`src/rtl/dmem_arb_pkg.sv`:
```
`default_nettype none
// ============================================================================
// Package : dmem_arb_pkg
// Brief   : Shared state encodings, master IDs and latency bounds for dmem_arbiter.
// Revision: 1.0
// ============================================================================
package dmem_arb_pkg;

  typedef enum logic [1:0] {
    IDLE = 2'd0,
    WAIT = 2'd1,
    RESP = 2'd2
  } arb_state_t;

  localparam logic M_CPU = 1'b0;
  localparam logic M_DBG = 1'b1;

  localparam int MEM_LAT_MIN = 1;
  localparam int MEM_LAT_MAX = 7;
  localparam int LAT_CNT_W   = 3;

endpackage
`default_nettype wire

```
`src/rtl/dmem_arbiter_rr_arb2.sv`:
```
`default_nettype none
// ============================================================================
// Module  : rr_arb2
// Brief   : Two-way round-robin grant; pointer selects the favoured master on a tie.
// Revision: 1.0
// ============================================================================
module rr_arb2
  import dmem_arb_pkg::*;
(
  input  logic [1:0] req,
  input  logic       ptr,
  input  logic       en,
  output logic [1:0] gnt
);

  always_comb begin
    gnt = 2'b00;
    if (en) begin
      if (req == 2'b11) gnt = (ptr == M_DBG) ? 2'b10 : 2'b01;
      else              gnt = req;
    end
  end

endmodule
`default_nettype wire

```
`src/rtl/dmem_arbiter.sv`:
```
`default_nettype none
// ============================================================================
// Module  : dmem_arbiter
// Brief   : Shares one data-memory port between CPU (m0) and debug loader (m1).
//           Optional per-master stall counters when DMEM_ARB_PERF_EN is defined.
// Revision: 1.0
// ============================================================================
module dmem_arbiter
  import dmem_arb_pkg::*;
#(
  parameter int ADDR_W  = 32,
  parameter int DATA_W  = 32,
  parameter int MEM_LAT = 1
) (
  input  logic                clk,
  input  logic                rst,
  input  logic                m0_valid,
  input  logic                m0_we,
  input  logic [ADDR_W-1:0]   m0_addr,
  input  logic [DATA_W-1:0]   m0_wdata,
  input  logic [DATA_W/8-1:0] m0_wstrb,
  output logic                m0_ready,
  output logic                m0_rvalid,
  output logic [DATA_W-1:0]   m0_rdata,
  input  logic                m1_valid,
  input  logic                m1_we,
  input  logic [ADDR_W-1:0]   m1_addr,
  input  logic [DATA_W-1:0]   m1_wdata,
  input  logic [DATA_W/8-1:0] m1_wstrb,
  output logic                m1_ready,
  output logic                m1_rvalid,
  output logic [DATA_W-1:0]   m1_rdata,
`ifdef DMEM_ARB_PERF_EN
  output logic [31:0]         m0_stall_cnt,
  output logic [31:0]         m1_stall_cnt,
`endif
  output logic                mem_en,
  output logic                mem_we,
  output logic [ADDR_W-1:0]   mem_addr,
  output logic [DATA_W-1:0]   mem_wdata,
  output logic [DATA_W/8-1:0] mem_wstrb,
  input  logic [DATA_W-1:0]   mem_rdata
);

  localparam int c_STRB_W = DATA_W / 8;
  localparam int c_LAT    = (MEM_LAT < MEM_LAT_MIN) ? MEM_LAT_MIN :
                            (MEM_LAT > MEM_LAT_MAX) ? MEM_LAT_MAX : MEM_LAT;
  localparam logic [LAT_CNT_W-1:0] c_LAT_LAST = LAT_CNT_W'(c_LAT);

  arb_state_t           r_state;
  logic [LAT_CNT_W-1:0] r_lat;
  logic                 r_ptr;
  logic                 r_owner;

  logic [1:0]           w_req;
  logic [1:0]           w_gnt;
  logic                 w_en;
  logic                 w_we;
  logic [ADDR_W-1:0]    w_addr;
  logic [DATA_W-1:0]    w_wdata;
  logic [c_STRB_W-1:0]  w_wstrb;

  assign w_req = {m1_valid, m0_valid};
  // Gating with rst keeps ready low while reset is held, so every output reads 0.
  assign w_en  = (r_state == IDLE) && !rst;

  rr_arb2 u_rr_arb2 (
    .req (w_req),
    .ptr (r_ptr),
    .en  (w_en),
    .gnt (w_gnt)
  );

  assign m0_ready = w_gnt[0];
  assign m1_ready = w_gnt[1];

  always_comb begin
    w_we    = m0_we;
    w_addr  = m0_addr;
    w_wdata = m0_wdata;
    w_wstrb = m0_wstrb;
    if (w_gnt[1]) begin
      w_we    = m1_we;
      w_addr  = m1_addr;
      w_wdata = m1_wdata;
      w_wstrb = m1_wstrb;
    end
  end

  always_ff @(posedge clk or posedge rst) begin
    if (rst) begin
      r_state   <= IDLE;
      r_lat     <= '0;
      r_ptr     <= M_CPU;
      r_owner   <= M_CPU;
      mem_en    <= 1'b0;
      mem_we    <= 1'b0;
      mem_addr  <= '0;
      mem_wdata <= '0;
      mem_wstrb <= '0;
      m0_rvalid <= 1'b0;
      m1_rvalid <= 1'b0;
      m0_rdata  <= '0;
      m1_rdata  <= '0;
    end else begin
      mem_en    <= 1'b0;
      m0_rvalid <= 1'b0;
      m1_rvalid <= 1'b0;
      case (r_state)
        IDLE: begin
          if (|w_gnt) begin
            r_owner   <= w_gnt[1];
            r_ptr     <= ~w_gnt[1];
            mem_en    <= 1'b1;
            mem_we    <= w_we;
            mem_addr  <= w_addr;
            mem_wdata <= w_wdata;
            mem_wstrb <= w_we ? w_wstrb : '0;
            r_lat     <= '0;
            r_state   <= WAIT;
          end
        end
        WAIT: begin
          if (r_lat == c_LAT_LAST) begin
            if (!mem_we) begin
              if (r_owner == M_DBG) m1_rdata <= mem_rdata;
              else                  m0_rdata <= mem_rdata;
            end
            m0_rvalid <= (r_owner == M_CPU);
            m1_rvalid <= (r_owner == M_DBG);
            r_lat     <= '0;
            r_state   <= RESP;
          end else begin
            r_lat <= r_lat + 1'b1;
          end
        end
        RESP:    r_state <= IDLE;
        default: r_state <= IDLE;
      endcase
    end
  end

`ifdef DMEM_ARB_PERF_EN
  always_ff @(posedge clk or posedge rst) begin
    if (rst) begin
      m0_stall_cnt <= '0;
      m1_stall_cnt <= '0;
    end else begin
      if (m0_valid && !m0_ready && (m0_stall_cnt != '1)) m0_stall_cnt <= m0_stall_cnt + 32'd1;
      if (m1_valid && !m1_ready && (m1_stall_cnt != '1)) m1_stall_cnt <= m1_stall_cnt + 32'd1;
    end
  end
`endif

endmodule
`default_nettype wire

```
`config.mk`:
```
export PLATFORM = sky130hd
export DESIGN_NAME = dmem_arbiter
export DESIGN_NICKNAME = d
export VERILOG_FILES = /design/src/rtl/dmem_arb_pkg.sv /design/src/rtl/dmem_arbiter_rr_arb2.sv /design/src/rtl/dmem_arbiter.sv
export SDC_FILE = /design/constraint.sdc
export NUM_CORES = 1
export LEC_CHECK = 0
export BUFFER_PORTS_ARGS = -buffer_cell sky130_fd_sc_hd__buf_4
export CORE_AREA = 2 2 120 122
export CTS_BUF_LIST = sky130_fd_sc_hd__clkbuf_2 sky130_fd_sc_hd__clkbuf_4 sky130_fd_sc_hd__clkbuf_8
export DETAILED_ROUTE_END_ITERATION = 7
export DIE_AREA = 0 0 122 124
export PLACE_DENSITY = 0.77
export SLEW_MARGIN = 25
export SYNTH_ARGS = -nofsm -noshare
export SYNTH_HDL_FRONTEND = slang
export SYNTH_SLANG_ARGS = --single-unit
```
`constraint.sdc`:
```
create_clock -name clk -period 5.2 [get_ports clk]
set_input_delay 0.78 -clock clk [delete_from_list [all_inputs] [get_ports clk]]
set_output_delay 0.78 -clock clk [all_outputs]
set_load 0.02 [all_outputs]
```
==> flow_summary.json <==
{
  "largest_family_of_logic_cells_by_synthesized_area": "multiplexers",
  "critical_path.endpoint_type": "primary output",
  "final_common_cell": "sky130_fd_sc_hd__buf_4",
  "reg2regPathDepth": 6,
  "wl_per_cell_um": 17.52,
  "area_delta_synth_final_pct": 47.64,
  "fin_setup_tns_ns": 0,
  "synthXorXnorAreaFrac_pct": 0.1469,
  "distinct_cell_type_count_after_synthesis": 27,
  "die_area_sq_um": 15130,
  "cts-root-buf": "sky130_fd_sc_hd__clkbuf_8",
  "first_global_vias": 4908,
  "cp_data_arrival_time_ns": 2.19,
  "timing.final.crit_period_ns": 2.973,
  "rsz0062_at_grt": "false",
  "vias_per_cell": 4.925,
  "synth.cell_area_sq_um": 5962,
  "worstReg2RegStart": "r_state[1]",
  "maximum_number_of_pins_on_one_net_before_global_route_repair": 93,
  "worst_hold_path.num_cells": 2,
  "cts_hold_buffers": 0,
  "mostFrequentLayoutCells": "317 x sky130_fd_sc_hd__buf_4, 143 x sky130_fd_sc_hd__dfrtp_1, 74 x sky130_fd_sc_hd__nand2_1",
  "synthArstFlopShare_pct": 100.0,
  "hpwl_mm": 13.08,
  "synth-edff-count": 0,
  "tightest_slew_ns": 0.8397,
  "cellLeakagePower_uw": 0.004628,
  "fin_crit_sh_pct": 57.18,
  "grt_pass1_wl_mm": 25.70,
  "synthesized_instance_count": 476,
  "synth_seq_cells": 143,
  "clock.fmax_mhz": 336.3,
  "crit-reg2reg-capture": "mem_wdata[5]",
  "wl_mm": 17.12,
  "cts_tree": "done",
  "ys.warnings.count": 0,
  "timing.critical_path.required_ns": 4.42,
  "reg2reg_setup_slack_ns": 2.43,
  "cts.htree.levels": 4,
  "crit_path_max_fanout": 29,
  "power.density_cell_area_nw_per_um2": 610.6,
  "synth_area_per_cell_sq_um": 12.53,
  "die_h_um": 124,
  "start_kind": "input port",
  "floorplan.initialDensity_pct": 43.46,
  "placement.cell_area_sq_um": 8423,
  "grt_util_all_layers_pct": 22.49,
  "antenna_cells_inserted": 0,
  "preCtsSetupSlack_ns": 1.898,
  "ctsResizeCount": 0,
  "min-delay-path-class": "reg -> reg",
  "detail_route.iter0.violations": 244,
  "skew_ns": 0.01269,
  "cp-endpoint": "m0_ready",
  "clock_sinks": 143,
  "fin_nets": 958,
  "cp_launch_point": "rst",
  "post_cts.repair.setup_buffers": 0,
  "placement.io_buffers": 311,
  "io_pins": 312,
  "worst_slack_ns": 2.227,
  "synth_simple_gate_area_share_pct": 6.611,
  "globalRoute.totalOverflow": 0,
  "antenna_found_initial": 0,
  "layout-drive-gt1-share_pct": 52.57,
  "synth-compound-area-share_pct": 6.527,
  "coreArea_sq_um": 13720,
  "maximum_resistive_drop_on_vdd_v": 0.0002974,
  "synth.yosys.seq_area_share_pct": 60.02,
  "firstDrtPassIters": 4,
  "detail-route-antenna-nets": 0,
  "clock_tree.buffer_depth": 2,
  "place_congestion": 0.8371,
  "status": "completed",
  "hold_violations_final": 0,
  "cts_buffer_count": 17,
  "postSynthNetCount": 650,
  "setup.worst_path.class": "in -> out",
  "core.rowCount": 43,
  "synth_adder_area_share_pct": 0,
  "maxCapViolations": 0,
  "final_cell_area_sq_um": 8802,
  "num-fill-cells": 1087,
  "drc_errors": 0,
  "synth.mux.area_fraction_pct": 23.67,
  "finalSetupViolations": 0,
  "clock_transition_at_path_regs_ns": 0.08,
  "dieWidth_um": 122,
  "drv_slew": 0,
  "relSlewSlack_pct": 44.02,
  "vias": 4812,
  "dominantRegCellSynth": "sky130_fd_sc_hd__dfrtp_1",
  "clock_insertion_delay_worst_skew_ns": 0.45
}
## area by class of cell
cell class | count | area (sq um) | area share (%)
clock inverters | 12 | 110.1 | 1.251
well taps | 180 | 225.2 | 2.559
multi-input cells | 300 | 2216 | 25.17
flip-flops and latches | 143 | 3578 | 40.65
inverters | 5 | 23.77 | 0.2701
repair buffers | 317 | 2380 | 27.04
clock buffers | 20 | 269.0 | 3.056
## sequential cells by signal, indices dropped and copies added, names as in the netlist, 2 cells and up
signal	count
r_state	2
mem_wstrb	4
mem_addr	32
mem_wdata	32
r_lat	3
m0_rdata	32
m1_rdata	32
## logic make-up (layout without fill, tap and decap cells)
family | after synthesis | after routing
simple gates | 90 | 90
buf+inv | 33 | 354
compound gates | 76 | 76
xor+xnor | 1 | 1
mux | 133 | 133
flops | 143 | 143
## worst max-delay path: stages
cell and delay [ns]:
sky130_fd_sc_hd__buf_4 0.13, sky130_fd_sc_hd__nor3_1 0.44, sky130_fd_sc_hd__nand3_4 0.52, sky130_fd_sc_hd__inv_1 0.16, sky130_fd_sc_hd__buf_4 0.16
## how the worst min path moves through the flow
stage / slack, ns / to / startpoint
after global placement: 0.47 / mem_wstrb[2] / mem_wstrb[2]
final: 0.50 / mem_wstrb[3] / mem_wstrb[3]
after detailed placement: 0.49 / mem_wstrb[3] / mem_wstrb[3]
after global routing: 0.50 / mem_addr[21] / m1_addr[21]
after floorplan: 0.46 / r_ptr / r_ptr
after CTS: 0.49 / mem_addr[21] / m1_addr[21]
## per-stage QoR
| step | util [%] | hold slack, ns | cells | total power (uW) |
|---|---|---|---|---|
| finish | 64.16 | 0.5011 | 977 | 5375 |
| global route | 64.16 | 0.5035 | 977 | 5681 |
| CTS | 64.16 | 0.4932 | 977 | 5427 |
| detailed placement | 61.40 | 0.4863 | 945 | 4581 |
| global placement | 61.40 | 0.4725 | 945 | 4492 |
| floorplan | - | 0.4602 | 476 | 3364 |
## Yosys cell counts (2+ instances only)
cell                       instances  area (sq um)
sky130_fd_sc_hd__buf_2            12         60.06
sky130_fd_sc_hd__buf_4             3         22.52
sky130_fd_sc_hd__buf_6             4         45.04
sky130_fd_sc_hd__clkbuf_1          8         30.03
sky130_fd_sc_hd__dfrtp_1         143          3578
sky130_fd_sc_hd__inv_1             5         18.77
sky130_fd_sc_hd__mux2_2           63         709.4
sky130_fd_sc_hd__mux2i_1          69         690.7
sky130_fd_sc_hd__nand2_1          74         277.8
sky130_fd_sc_hd__nand2b_1          2         12.51
sky130_fd_sc_hd__nand3_1           4         20.02
sky130_fd_sc_hd__nor2_1            3         11.26
sky130_fd_sc_hd__o21ai_0          72         360.4
## power breakdown
group          internal, uW  switching (uW)  total (uW)  leakage, uW
Sequential             1650             340        1990      0.00175
Combinational          1180            1360        2540      0.00269
Clock                   410             435         845     0.000185
## metal layers
metal | track usage (%) | routed length, um | up-vias
met1 | 24.14 | 6179 | 2297
met4 | 10.56 | 480 | 0
met3 | 8.242 | 1592 | 33
li1 | - | - | 2265
met2 | 39.49 | 8866 | 217
met5 | 0 | 0 | -
No activity file was read; power rests on OpenSTA's default activity.
